$ cat config.mk
export PLATFORM = sky130hd
export DESIGN_NAME = imem_loader_flat
export DESIGN_NICKNAME = d
export VERILOG_FILES = /design/src/rtl/imem_loader_if.sv /design/src/rtl/imem_loader.sv /design/src/flat_wrapper.sv
export SDC_FILE = /design/constraint.sdc
export NUM_CORES = 1
export LEC_CHECK = 0
export ABC_AREA = 1
export ABC_CLOCK_PERIOD_IN_PS = 4250
export CORE_ASPECT_RATIO = 0.7
export CORE_UTILIZATION = 53
export CTS_CLUSTER_SIZE = 14
export DETAILED_ROUTE_END_ITERATION = 10
export PLACE_DENSITY = 0.77
export SETUP_SLACK_MARGIN = 0.02
export SLEW_MARGIN = 0
export SYNTH_ARGS = -nofsm -noshare
export SYNTH_HDL_FRONTEND = slang
export SYNTH_SLANG_ARGS = --single-unit
$ cat constraint.sdc
create_clock -name clk -period 4.25 [get_ports clk]
set_input_delay 1.275 -clock clk [delete_from_list [all_inputs] [get_ports clk]]
set_output_delay 1.275 -clock clk [all_outputs]
set_load 0.05 [all_outputs]
$ cat src/rtl/imem_loader_if.sv
// imem_loader_if: start/UART/instruction-memory signal bundle for the loader
interface imem_loader_if #(parameter int addr_size = 10);
  logic                 start;
  logic [addr_size-1:0] word_count;
  logic [7:0]           rx_data;
  logic                 rx_valid;
  logic                 tx_busy;
  logic [addr_size-1:0] mem_addr;
  logic [31:0]          mem_data;
  logic                 mem_we;
  logic [7:0]           tx_data;
  logic                 tx_start;
  logic                 busy;
  logic                 done;
  modport master (
    output start, word_count, rx_data, rx_valid, tx_busy,
    input  mem_addr, mem_data, mem_we, tx_data, tx_start, busy, done
  );
  modport slave (
    input  start, word_count, rx_data, rx_valid, tx_busy,
    output mem_addr, mem_data, mem_we, tx_data, tx_start, busy, done
  );
endinterface

$ cat src/rtl/imem_loader.sv
// imem_loader: assembles big-endian UART bytes into 32-bit words, writes them to instruction memory, then sends an ack byte
module imem_loader #(
  parameter int         addr_size = 10,
  parameter logic [7:0] ack_byte  = 8'hAA
) (
  input logic         clk,
  input logic         reset,
  imem_loader_if.slave bus
);
  typedef enum logic [2:0] {IDLE, RECV, WRITE, ACK, FINISH} state_t;
  state_t               state_q, state_d;
  logic [addr_size-1:0] addr_q, addr_d, len_q, len_d;
  logic [1:0]           cnt_q, cnt_d;
  logic [23:0]          word_q, word_d;
  logic [addr_size-1:0] mem_addr_q;
  logic [31:0]          mem_data_q;
  logic                 mem_we_q, tx_start_q, busy_q, done_q;
  logic [7:0]           tx_data_q;
  // next-state and datapath: only the first three bytes are kept; the fourth goes straight to mem_data
  always_comb begin
    state_d = state_q;
    addr_d  = addr_q;
    len_d   = len_q;
    cnt_d   = cnt_q;
    word_d  = word_q;
    case (state_q)
      IDLE: if (bus.start) begin
        len_d   = bus.word_count;
        addr_d  = '0;
        cnt_d   = '0;
        state_d = (bus.word_count == '0) ? ACK : RECV;
      end
      RECV: if (bus.rx_valid) begin
        word_d  = {word_q[15:0], bus.rx_data};
        cnt_d   = cnt_q + 2'd1;
        state_d = (cnt_q == 2'd3) ? WRITE : RECV;
      end
      WRITE: begin
        state_d = (addr_q == len_q - 1'b1) ? ACK : RECV;
        addr_d  = (addr_q == len_q - 1'b1) ? addr_q : addr_q + 1'b1;
      end
      ACK:     state_d = bus.tx_busy ? ACK : FINISH;
      FINISH:  state_d = IDLE;
      default: state_d = IDLE;
    endcase
  end
  // state and session datapath registers
  always_ff @(posedge clk or posedge reset) begin
    if (reset) begin
      state_q <= IDLE;
      addr_q  <= '0;
      len_q   <= '0;
      cnt_q   <= '0;
      word_q  <= '0;
    end else begin
      state_q <= state_d;
      addr_q  <= addr_d;
      len_q   <= len_d;
      cnt_q   <= cnt_d;
      word_q  <= word_d;
    end
  end
  // registered outputs: mem_we is high exactly while in WRITE, tx_start in the cycle after ACK sees tx_busy low
  always_ff @(posedge clk or posedge reset) begin
    if (reset) begin
      mem_addr_q <= '0;
      mem_data_q <= '0;
      mem_we_q   <= 1'b0;
      tx_data_q  <= '0;
      tx_start_q <= 1'b0;
      busy_q     <= 1'b0;
      done_q     <= 1'b0;
    end else begin
      mem_we_q   <= state_d == WRITE;
      tx_start_q <= state_q == ACK && !bus.tx_busy;
      if (state_d == WRITE) begin
        mem_addr_q <= addr_q;
        mem_data_q <= {word_q, bus.rx_data};
      end
      if (state_q == ACK && !bus.tx_busy) tx_data_q <= ack_byte;
      if (state_q == IDLE && bus.start) begin
        busy_q <= 1'b1;
        done_q <= 1'b0;
      end else if (state_q == FINISH) begin
        busy_q <= 1'b0;
        done_q <= 1'b1;
      end
    end
  end
  assign bus.mem_addr = mem_addr_q;
  assign bus.mem_data = mem_data_q;
  assign bus.mem_we   = mem_we_q;
  assign bus.tx_data  = tx_data_q;
  assign bus.tx_start = tx_start_q;
  assign bus.busy     = busy_q;
  assign bus.done     = done_q;
endmodule

$ cat src/flat_wrapper.sv
// flat-port wrapper written by rule: the top's interface ports become plain ports
module imem_loader_flat 
#(
  parameter int         addr_size = 10,
  parameter logic [7:0] ack_byte  = 8'hAA
)
  (clk, reset, bus_start, bus_word_count, bus_rx_data, bus_rx_valid, bus_tx_busy, bus_mem_addr, bus_mem_data, bus_mem_we, bus_tx_data, bus_tx_start, bus_busy, bus_done);
  imem_loader_if #(.addr_size(addr_size)) bus_i ();
  input logic clk;
  input logic reset;
  input wire logic [$bits(bus_i.start)-1:0] bus_start;
  input wire logic [$bits(bus_i.word_count)-1:0] bus_word_count;
  input wire logic [$bits(bus_i.rx_data)-1:0] bus_rx_data;
  input wire logic [$bits(bus_i.rx_valid)-1:0] bus_rx_valid;
  input wire logic [$bits(bus_i.tx_busy)-1:0] bus_tx_busy;
  output wire logic [$bits(bus_i.mem_addr)-1:0] bus_mem_addr;
  output wire logic [$bits(bus_i.mem_data)-1:0] bus_mem_data;
  output wire logic [$bits(bus_i.mem_we)-1:0] bus_mem_we;
  output wire logic [$bits(bus_i.tx_data)-1:0] bus_tx_data;
  output wire logic [$bits(bus_i.tx_start)-1:0] bus_tx_start;
  output wire logic [$bits(bus_i.busy)-1:0] bus_busy;
  output wire logic [$bits(bus_i.done)-1:0] bus_done;
  assign bus_i.start = bus_start;
  assign bus_i.word_count = bus_word_count;
  assign bus_i.rx_data = bus_rx_data;
  assign bus_i.rx_valid = bus_rx_valid;
  assign bus_i.tx_busy = bus_tx_busy;
  assign bus_mem_addr = bus_i.mem_addr;
  assign bus_mem_data = bus_i.mem_data;
  assign bus_mem_we = bus_i.mem_we;
  assign bus_tx_data = bus_i.tx_data;
  assign bus_tx_start = bus_i.tx_start;
  assign bus_busy = bus_i.busy;
  assign bus_done = bus_i.done;
  imem_loader #(.addr_size(addr_size), .ack_byte(ack_byte)) u_core (.clk(clk), .reset(reset), .bus(bus_i));
endmodule
After elaboration in Yosys (flattened, before gate mapping)
Index checks and enable logic that the tools add are counted.
- output and inout bits: 54
- input port bits: 23
- logic and storage cells: 54
- register bits after elaboration: 96
- muxes and demuxes: 17
- add/sub/neg operators: 3
- reductions and logical operators: 12
- eq/ne operators: 10
- operators by type and width (operator ; count):
    $mux W10 ; 2
    $pmux W10 S2 ; 1
    $pmux W3 S4 ; 1
    $add A10 B1 Y10 const B ; 1
    $eq A10 B10 Y1 ; 1
    $logic_not A10 Y1 ; 1
    $mux W2 ; 5
    $sub A10 B1 Y10 const B ; 1
    $eq A3 B2 Y1 const B ; 3
    $mux W3 ; 3
    $ne A2 B2 Y1 const B ; 3
    $reduce_and A3 Y1 ; 2
    $reduce_bool A2 Y1 ; 3
    $mux W1 ; 4
    $pmux W2 S2 ; 1
    $reduce_and A2 Y1 ; 2
    $eq A3 B1 Y1 const B ; 1
    $eq A3 B3 Y1 const B ; 1
    $logic_not A3 Y1 ; 1
    $add A2 B1 Y2 const B ; 1
    $eq A2 B2 Y1 const B ; 1
    $logic_and A1 B1 Y1 ; 2
    $logic_not A1 Y1 ; 1

Logic depth before layout (Yosys ltp)
- depth in word-level cells: 5
- mapped depth: 13
- gate-level depth less buffers: 13

Least setup slack after synthesis
Ideal clock, no wire load.
- kind: flip-flop to output port
- start point: register u_core.bus.tx_data[1] (netlist name)
- end point: output port bus_tx_data[3]
- arrival time: 0.934 ns
- data required time: 2.975 ns
- cell stages (with the launch flop): 2
- path slack: 2.041 ns
- buffers on the path: 1
- cell sequence: dfrtp_1 -> buf_4
- RTL lines (what ; RTL line ; RTL):
    end: declaration ; flat_wrapper.sv:19 ; output wire logic [$bits(bus_i.tx_data)-1:0] bus_tx_data;
No word-level cell between the ends.

Final worst setup path
- start point: register u_core.bus.tx_data[1] (netlist name)
- end point: output port bus_tx_data[1]
No word-level cell between the ends.

==> impl_results.md <==
- Switching Share: 0.432
- Reg clk slew, reported paths: 0.07 ns
- Fill cell count: between 600 and 700
- Clock Path Buffers: 2
- Post-synthesis async set-or-reset flop share: 1.00
- First-pass GRT wire length: between 15000 and 20000 um
- Core region area: 0.00791 mm^2
- Post-synth EDFFs: 0
- Total GRT Usage: 0.225
- Die Y: just under 80 um
- Clock period minus worst slack: 2.84 ns
- Max VDD drop: between 400 and 500 uV
- Hold Buf Count CTS: 0
- DR WL/cell: around 14 um
- Setup Skew: ~0.009 ns
- Chip width: 110 um
- CTS tree: yes
- Worst hold path type: reg -> reg
- P_sw: about 1800 uW
- Max cap viols: 0
- Max transition margin: 0.522
- RR Endpoint: u_core.addr_q[2]
- Crit start category: register
- Root Driver: clkbuf_16
- Pre-CTS WS: 1.17 ns
- Drt via density: 5.18
- Via count: 3519
- Setup Viol. Count Final: 0
- Primary FF master, synth: dfrtp_1
- Antenna Nets Post-Route: 0
- Post-Syn Area: 0.00436 mm^2
- Global route overflow: 0
- Hold Path Cell Cnt: 2
- Total wire length: 9190 um
- Reg2reg start: u_core.len_q[0]
- Worst EP arrival: 1.57 ns
- Area of the multi-input gates: 0.00163 mm^2
- DRC: 0
- R2R depth: 13
- Initial drt markers: roughly 220
- N_diodes: 0
- Skew-Pair Late Insertion Delay: 0.34 ns
- Die area: 0.00860 mm^2
- R2R Setup Slk: between 2 and 2.5 ns
- Io pins: 77
- Largest net degree at the start of global routing: 97
- Util after Layout: 0.688
- Worst path bufs/invs: 1
- Syn Area/Cell: 8.55 um^2
- Number of port buffers: 72
- Hold Path Sink: u_core.bus.mem_data[25]
- 1st-pass router iterations: 4
- Layout Nets: 600
- Period utilisation layout: 0.668
- Power Density: 746 mW/mm^2
- Final Hold Viols: 0
- Count of cell types in the netlist: 33
- Slowest-stage cell, CP: clkdlybuf4s50_1
- Critical-path cell list: clkdlybuf4s50_1
- Post-CTS Resized: 0
- Post-synth top area share: 0.551
- Area Overhead vs Synth: 24.7%
- Clock Sinks: 96
- Initial antenna violation count: 0
- TritonCTS buffer count: 9
- WP depth: 1
- Critical Path Sink Type: output port
- Synth top area cells: dfrtp_1, nand2_1, o21ai_0, inv_1, nand3_1
- Largest area contributor in the netlist: dfrtp_1
- Mapped Cells: 510
- Lkg Pwr: 0.00263 uW
- Int Pwr: around 2300 uW
- Num rows: 27
- Worst slew pin tran: between 0.7 and 0.8 ns
- WP data required: slightly below 3 ns
- FF/Latch Area: 0.00240 mm^2
- Postcts setup bufs: 0
- Worst path top cell family by delay: buffers and inverters
- Initial core utilization: 0.552
- RSZ-0062 raised after global routing: no
- Critical path class: reg -> out
- Setup TNS after final layout: 0 ns
- Clock power share: 0.213
- Max stage delay on crit path: just over 0.8 ns
- HP Start: u_core.word_q[17]
- Register area share after synthesis: 0.551
- H-tree Lvls: 3
- Synth Register Bits: 96
- GPL Wtd Cong: 0.837
- Synth Warn #: 0
- HPWL Detailed: 6510 um
- Vias in the first global route: 3280
- Outcome: completed
- Critical Path Fanout Max: 5
- Max Fclk: 352 MHz
- Logic pwr share: 0.427
- Final Max Slew Viols: 0
- Share of power burned in registers: 0.361
- Post-route setup slack: 1.41 ns
- Share of layout cells above drive strength 1: 0.0898
[layout by cell type, fill, tap and decap left out, types with 2 or more instances in the layout]
cell type and instances:
o21ai_1 3, nor2_1 20, nand2_1 166, nor3_1 7
dfrtp_1 96, nand2_2 10, nor2_2 4, o21ai_0 61
clkinv_4 2, nand3_1 28, inv_2 7, buf_4 2
clkdlybuf4s50_1 72, bufinv_16 2, conb_1 4, ha_1 3
clkinv_2 2, xor2_1 5, inv_1 45, nand4_1 4
xnor2_1 5, nor2_4 6, nor4_1 2, nand2_4 2
clkbuf_16 9
[registers in the layout, summed over array words and instances, names as in the netlist]
name	count
u_core.bus.mem_data	32
u_core.bus.tx_start	1
u_core.len_q	10
u_core.bus.tx_data	1
u_core.addr_q	10
u_core.cnt_q	2
u_core.state_q	3
u_core.bus.done	1
u_core.word_q	24
u_core.bus.mem_addr	10
u_core.bus.busy	1
u_core.bus.mem_we	1
[metal layers]
| metal | vias up | part of all wire | global-route usage |
|---|---|---|---|
| li1 | 1718 | - | - |
| met1 | 1697 | 0.49 | 0.324 |
| met2 | 92 | 0.44 | 0.341 |
| met3 | 12 | 0.051 | 0.0500 |
| met4 | 0 | 0.013 | 0.0720 |
| met5 | - | 0 | 0 |
[tightest hold or removal path: cells and delay by family (launching register included)]
family / cells / cell delay [ns]
AND/OR/NAND/NOR: 2 / 0.09
flip-flops: 1 / 0.34
[logic make-up (layout without fill, tap and decap cells)]
group	Yosys count	after routing	share of synthesized area
AOI/OAI and AO/OA	67	67	0.0783
xor gates and xnor gates	10	10	0.0201
adders and majority gates	3	3	0.00861
and+or+nand+nor	254	254	0.263
DFF	96	96	0.551
other	1	4	0.000860
buffers and inverters	79	145	0.0783
[power groups by stage]
stage | registers, uW | logic (uW) | clock network (uW)
4_1_cts | 1460 | 1750 | 873
3_5_place_dp | 1470 | 1740 | 0
2_1_floorplan | 1910 | 772 | 0
5_1_grt | 1500 | 1890 | 914
3_3_place_gp | 1460 | 1690 | 0
6_report | 1460 | 1730 | 863
[cells in the mapped netlist, types with 2 or more instances]
master	n
ha_1	3
nor3_1	7
clkbuf_1	8
xor2_1	5
nand2_4	2
dfrtp_1	96
inv_2	7
nand4_1	4
inv_1	46
o21ai_1	3
nor2_1	20
nor2_2	4
nand2_2	9
nand3_1	28
nand2_1	167
buf_2	8
o21ai_0	61
nor4_1	2
nor2_4	6
buf_4	7
xnor2_1	5
[final cells by class]
type / count / area share
Clock buffer: 10 / 0.0421
Clock inverter: 6 / 0.0168
Inverter: 54 / 0.0375
Multi-Input combinational cell: 338 / 0.300
Sequential cell: 96 / 0.442
Tap cell: 101 / 0.0232
Timing Repair Buffer: 75 / 0.139
[per-stage QoR]
step	cell area, um^2	std cells	total power (uW)	hold WS, ns
floorplan	4370	513	2680	0.442
global placement	5120	664	3150	0.458
global route	5440	680	4300	0.508
detailed placement	5120	664	3210	0.459
finish	5440	680	4060	0.471
CTS	5440	680	4080	0.474
[worst max path at each step]
stage,to,startpoint
after CTS,bus_tx_data[1],u_core.bus.tx_data[1]
after floorplan,u_core.addr_q[0],reset
final,bus_tx_data[1],u_core.bus.tx_data[1]
after global placement,u_core.bus.mem_data[2],bus_rx_valid
after detailed placement,u_core.bus.mem_data[12],bus_rx_valid
after global routing,u_core.bus.mem_data[3],bus_rx_valid
Note: power is estimated with default switching activity, not from simulation.
==> RTL edit 1: new RTL, same settings <==
`addr_size` is set to 10 in 3 places; all go to 11.
--- a/src/rtl/imem_loader_if.sv
+++ b/src/rtl/imem_loader_if.sv
@@ -1,5 +1,5 @@
 // imem_loader_if: start/UART/instruction-memory signal bundle for the loader
-interface imem_loader_if #(parameter int addr_size = 10);
+interface imem_loader_if #(parameter int addr_size = 11);
   logic                 start;
   logic [addr_size-1:0] word_count;
   logic [7:0]           rx_data;
--- a/src/rtl/imem_loader.sv
+++ b/src/rtl/imem_loader.sv
@@ -1,6 +1,6 @@
 // imem_loader: assembles big-endian UART bytes into 32-bit words, writes them to instruction memory, then sends an ack byte
 module imem_loader #(
-  parameter int         addr_size = 10,
+  parameter int         addr_size = 11,
   parameter logic [7:0] ack_byte  = 8'hAA
 ) (
   input logic         clk,
--- a/src/flat_wrapper.sv
+++ b/src/flat_wrapper.sv
@@ -1,7 +1,7 @@
 // flat-port wrapper written by rule: the top's interface ports become plain ports
 module imem_loader_flat 
 #(
-  parameter int         addr_size = 10,
+  parameter int         addr_size = 11,
   parameter logic [7:0] ack_byte  = 8'hAA
 )
   (clk, reset, bus_start, bus_word_count, bus_rx_data, bus_rx_valid, bus_tx_busy, bus_mem_addr, bus_mem_data, bus_mem_we, bus_tx_data, bus_tx_start, bus_busy, bus_done);
Ports: changed (resized bus_mem_addr and bus_word_count); port bits go from 77 to 79. No check against the original RTL was run, so the function may have changed too.
==> RTL edit 1 against the original RTL <==
Count of clock-buffer cells in the layout increased by 2; area after synthesis increased by 5.0%; routed wire length increased by 11%; sequential cell count increased by 3; final area increased by 3.9%; fmax decreased by 10%; power increased by 11%; hold slack got worse by 0.0025 ns; worst setup slack got worse by 0.32 ns; sequential power increased by 8%; clock power about the same.
==> RTL edit 1: results (changes against the original RTL) <==
stage,metric,value,unit,change
run_status,status,"complete, no violations",,
setup_path,CP Data Arrival Time,3.38,ns,+1.81 ns
sta,WHS,0.468,ns,-0.00255 ns
routing,Via Count,3782,,+7.5%
global_routing,largest net degree at the start of global routing,91,,-6.2%
place,RePlAce Congestion,0.876,,+4.7%
global_routing,all-layer global routing usage,0.246,,+0.0204
setup_path,CP max FO,37,,+32
place,DP Area,0.00534,sq mm,+4.2%
yosys,Adder-Cell Fraction of Synth Area,0.00820,,-0.000407
cells_and_area,nets@finish,646,,+7.7%
routing,wl on met1,4990,microns,+10%
global_routing,met2 Resource Use GR,0.363,,+0.0216
global_routing,met3 Usage GRT,0.0653,,+0.0153
sta,Worst-Margin Slew,1.06,ns,+0.344 ns
setup_path,Critical Path Start,bus_rx_valid,,
setup_path,r2r startpoint,u_core.state_q[2],,
yosys,Synth Area in Compound Gates,0.0776,,-0.000696
cells_and_area,layout cells sized above 1,0.0579,,-0.0319
power,Pint,2.50,mW,+8.6%
setup_path,WS Path Type,input port to flip-flop,,
setup_path,R2R cell count,9,,-4
routing,DRT iter0 DRCs,372,,+66%
yosys,sequential element share of the synthesized area,0.541,,-0.00964
place,PortBufs,74,,+2.8%
worst_hold_path,WHS Endpoint,u_core.bus.mem_data[29],,
yosys,Yosys cell types,31,,-6.1%
routing,"wirelength, routed",10200,microns,+11%
sta,Clock Skew,0.00460,ns,-0.00437 ns
setup_path,worst stage delay on the critical path,0.45,ns,-0.38 ns
setup_path,worst reg2reg path endpoint,u_core.bus.mem_addr[4],,
worst_hold_path,hold_sp,u_core.bus.mem_data[29],,
power,worst vdd ir,415,uV,-3.2%
==> RTL edit 1: cell types whose count changed after synthesis, sizes merged, moves of 2 or more <==
cell and delta:
nand2 +16, nor4 +2, clkbuf -3, buf +5
nor3 +2, inv +9, nor2 +10, dfrtp +3
xor2 +4, nand3 -5
==> RTL edit 1: power groups by stage <==
stage               Combinational (mW)  Sequential [mW]  Clock [mW]
finish                            2.05             1.57       0.866
global route                      2.23             1.61       0.917
CTS                               2.06             1.57       0.877
detailed placement                2.06             1.58           0
global placement                  2.00             1.56           0
floorplan                        0.839             2.16           0
==> RTL edit 1: final cells by class <==
type / instances / area (sq um) / share of cell area
Sequential cell: 99 / 2480 / 0.438
Clock buffer: 12 / 256 / 0.0454
Clock inverter: 2 / 60.1 / 0.0106
Inverter: 64 / 243 / 0.0429
Multi-Input combinational cell: 368 / 1710 / 0.303
Timing Repair Buffer: 77 / 776 / 0.137
Tap cell: 101 / 126 / 0.0224
==> RTL edit 2: new RTL, config.mk and constraints unchanged <==
Made on the original files. Re-encode `state_t` (5 states) as one-hot, 5 bits wide.
--- a/src/rtl/imem_loader.sv
+++ b/src/rtl/imem_loader.sv
@@ -7,7 +7,7 @@
   input logic         reset,
   imem_loader_if.slave bus
 );
-  typedef enum logic [2:0] {IDLE, RECV, WRITE, ACK, FINISH} state_t;
+  typedef enum logic [4:0] {IDLE = 5'b00001, RECV = 5'b00010, WRITE = 5'b00100, ACK = 5'b01000, FINISH = 5'b10000} state_t;
   state_t               state_q, state_d;
   logic [addr_size-1:0] addr_q, addr_d, len_q, len_d;
   logic [1:0]           cnt_q, cnt_d;
Function: same outputs for any inputs over 10 cycles, from zero or initial values and one cycle with reset high; not proved beyond that.
==> RTL edit 2 against the original RTL <==
Area after synthesis grew 1.7%; largest cell class unchanged; the run now ends with design-rule violations left; final area grew 1.5%; routed wire length grew 8.0%; sequential cell count grew 2; worst setup slack is essentially flat; die area grew 1.6%; highest routed layer unchanged; clock skew grew 0.0015 ns.
Power is not compared: it rests on default switching activity, and its combinational part moved more than twofold at a synthesized area within 25%.
==> RTL edit 2: results (changes against the original RTL) <==
stage,metric,value,unit,change
run_status,status,finished with violations,,
sta,Slew Limit Headroom,0.545,,+0.0223
routing,drt drc,10,,+10
setup_path,CP max FO,5,,unchanged
routing,DR vias/cell,5.19,,+0.37%
routing,DR WL/cell,14.4,microns,+6.2%
yosys,Area contributors post-synth,"dfrtp_1, nand2_1, o21ai_0",,
cells_and_area,nets@finish,611,,+1.8%
clocking,cts repair resizes,0,,unchanged
setup_path,worst reg2reg path endpoint,u_core.bus.mem_data[21],,
setup_path,crit path capture,bus_tx_data[3],,
setup_path,worst stage delay on the critical path,0.83,ns,about the same
sta,Setup TNS Final,0,ns,unchanged
global_routing,largest net degree at the start of global routing,56,,-42%
global_routing,met3 Usage GRT,0.0456,,-0.00444
sta,Clock Skew,0.0105,ns,+0.00151 ns
setup_path,r2r startpoint,u_core.state_q[2],,
place,RePlAce Congestion,0.914,,+9.3%
power,Leak,2.68,nW,
sta,WHS,0.474,ns,+0.00262 ns
clocking,Num CTS Buffers,9,,unchanged
clocking,CTS max path bufs,2,,unchanged
worst_hold_path,worst hold path depth,2,,unchanged
place,DP HPWL,7140,microns,+9.8%
routing,Via Count,3589,,+2.0%
global_routing,vias in the first global route,3373,,+2.8%
power,worst vdd ir,241,uV,
cells_and_area,max reg flops,32,,unchanged
clocking,post-CTS setup buffers,0,,unchanged
yosys,Yosys cell types,34,,+3.0%
clocking,maximum level of the CTS H-tree,3,,unchanged
worst_hold_path,hold_sp,u_core.word_q[17],,
clocking,"Reg clk slew, reported paths",0.06,ns,
run_status,failing checks,design-rule violations,,
routing,Pre-Repair DR Iteration Count,7,,+3
place,Inst Count DP,675,,+1.7%
routing,antenna-violating nets left,0,,unchanged
cells_and_area,layout cells sized above 1,0.0763,,-0.0135
yosys,synth cell count leaders,"nand2_1, dfrtp_1, inv_1",,
global_routing,first-pass GRT wire length,16800,microns,+8.3%
global_routing,met1 GRT Util,0.363,,+0.0384
global_routing,met2 Resource Use GR,0.376,,+0.0353
yosys,sequential element share of the synthesized area,0.553,,+0.00256
setup_path,Reg2Reg Setup Slack,2.12,ns,-0.11 ns
setup_path,critical path's slowest cell,clkdlybuf4s50_1,,
worst_hold_path,Hold Path Class,flip-flop to flip-flop,,
power,power density cells,533,mW/mm^2,
cells_and_area,ANT cells,0,,unchanged
setup_path,R2R cell count,6,,-7
cells_and_area,# fillers,644,,-2.1%
setup_path,Critical Path Start,u_core.bus.tx_data[1],,
global_routing,initial antenna violation count,0,,unchanged
global_routing,all-layer global routing usage,0.246,,+0.0206
routing,DRT iter0 DRCs,242,,+8.0%
place,PortBufs,72,,unchanged
yosys,Syn Inst Count,519,,+1.8%
-- RTL edit 2: cell types whose count changed after synthesis, moves of 3 or more --
cell     delta
nor3_1      -3
nand2_1    +14
inv_2       -4
nand4_1     +3
nor2_4      -4
o21ai_0    -12
inv_1       +5
nand2_2     -7
xor2_1      +4
nand3_1     -4
o21ai_1    +11
nor2_2      +4
-- RTL edit 2: cell families after synthesis --
| logic type | Yosys count | share of synthesized area |
|---|---|---|
| xor gates and xnor gates | 15 | 0.0296 |
| adders and majority gates | 3 | 0.00847 |
| AOI/OAI and AO/OA | 66 | 0.0756 |
| buffers and inverters | 80 | 0.0813 |
| and+or+nand+nor | 256 | 0.251 |
| other | 1 | 0.000846 |
| DFF | 98 | 0.553 |
-- RTL edit 2: layout make-up --
| type | instances | area [sq um] | area share |
|---|---|---|---|
| flip-flops and latches | 98 | 2450 | 0.444 |
| multi-input cells | 344 | 1640 | 0.296 |
| well taps | 101 | 126 | 0.0229 |
| clock inverters | 5 | 60.1 | 0.0109 |
| repair buffers | 77 | 771 | 0.140 |
| inverters | 55 | 223 | 0.0403 |
| clock buffers | 11 | 253 | 0.0458 |
-- RTL edit 2: through the flow --
stage / util / setup slack, ns / area [sq um]
global route: 0.693 / 1.34 / 5520
finish: 0.693 / 1.41 / 5520
floorplan: - / 0.415 / 4450
global placement: 0.653 / 1.26 / 5210
detailed placement: 0.653 / 1.26 / 5210
CTS: 0.693 / 1.39 / 5520
-- RTL edit 2: layer usage --
metal / vias to the layer above / wire [microns] / part of all wire
met3: 4 / 486 / 0.049
met1: 1721 / 4980 / 0.50
met2: 105 / 4390 / 0.44
li1: 1759 / - / -
met5: - / 0 / 0
met4: 0 / 65 / 0.0066
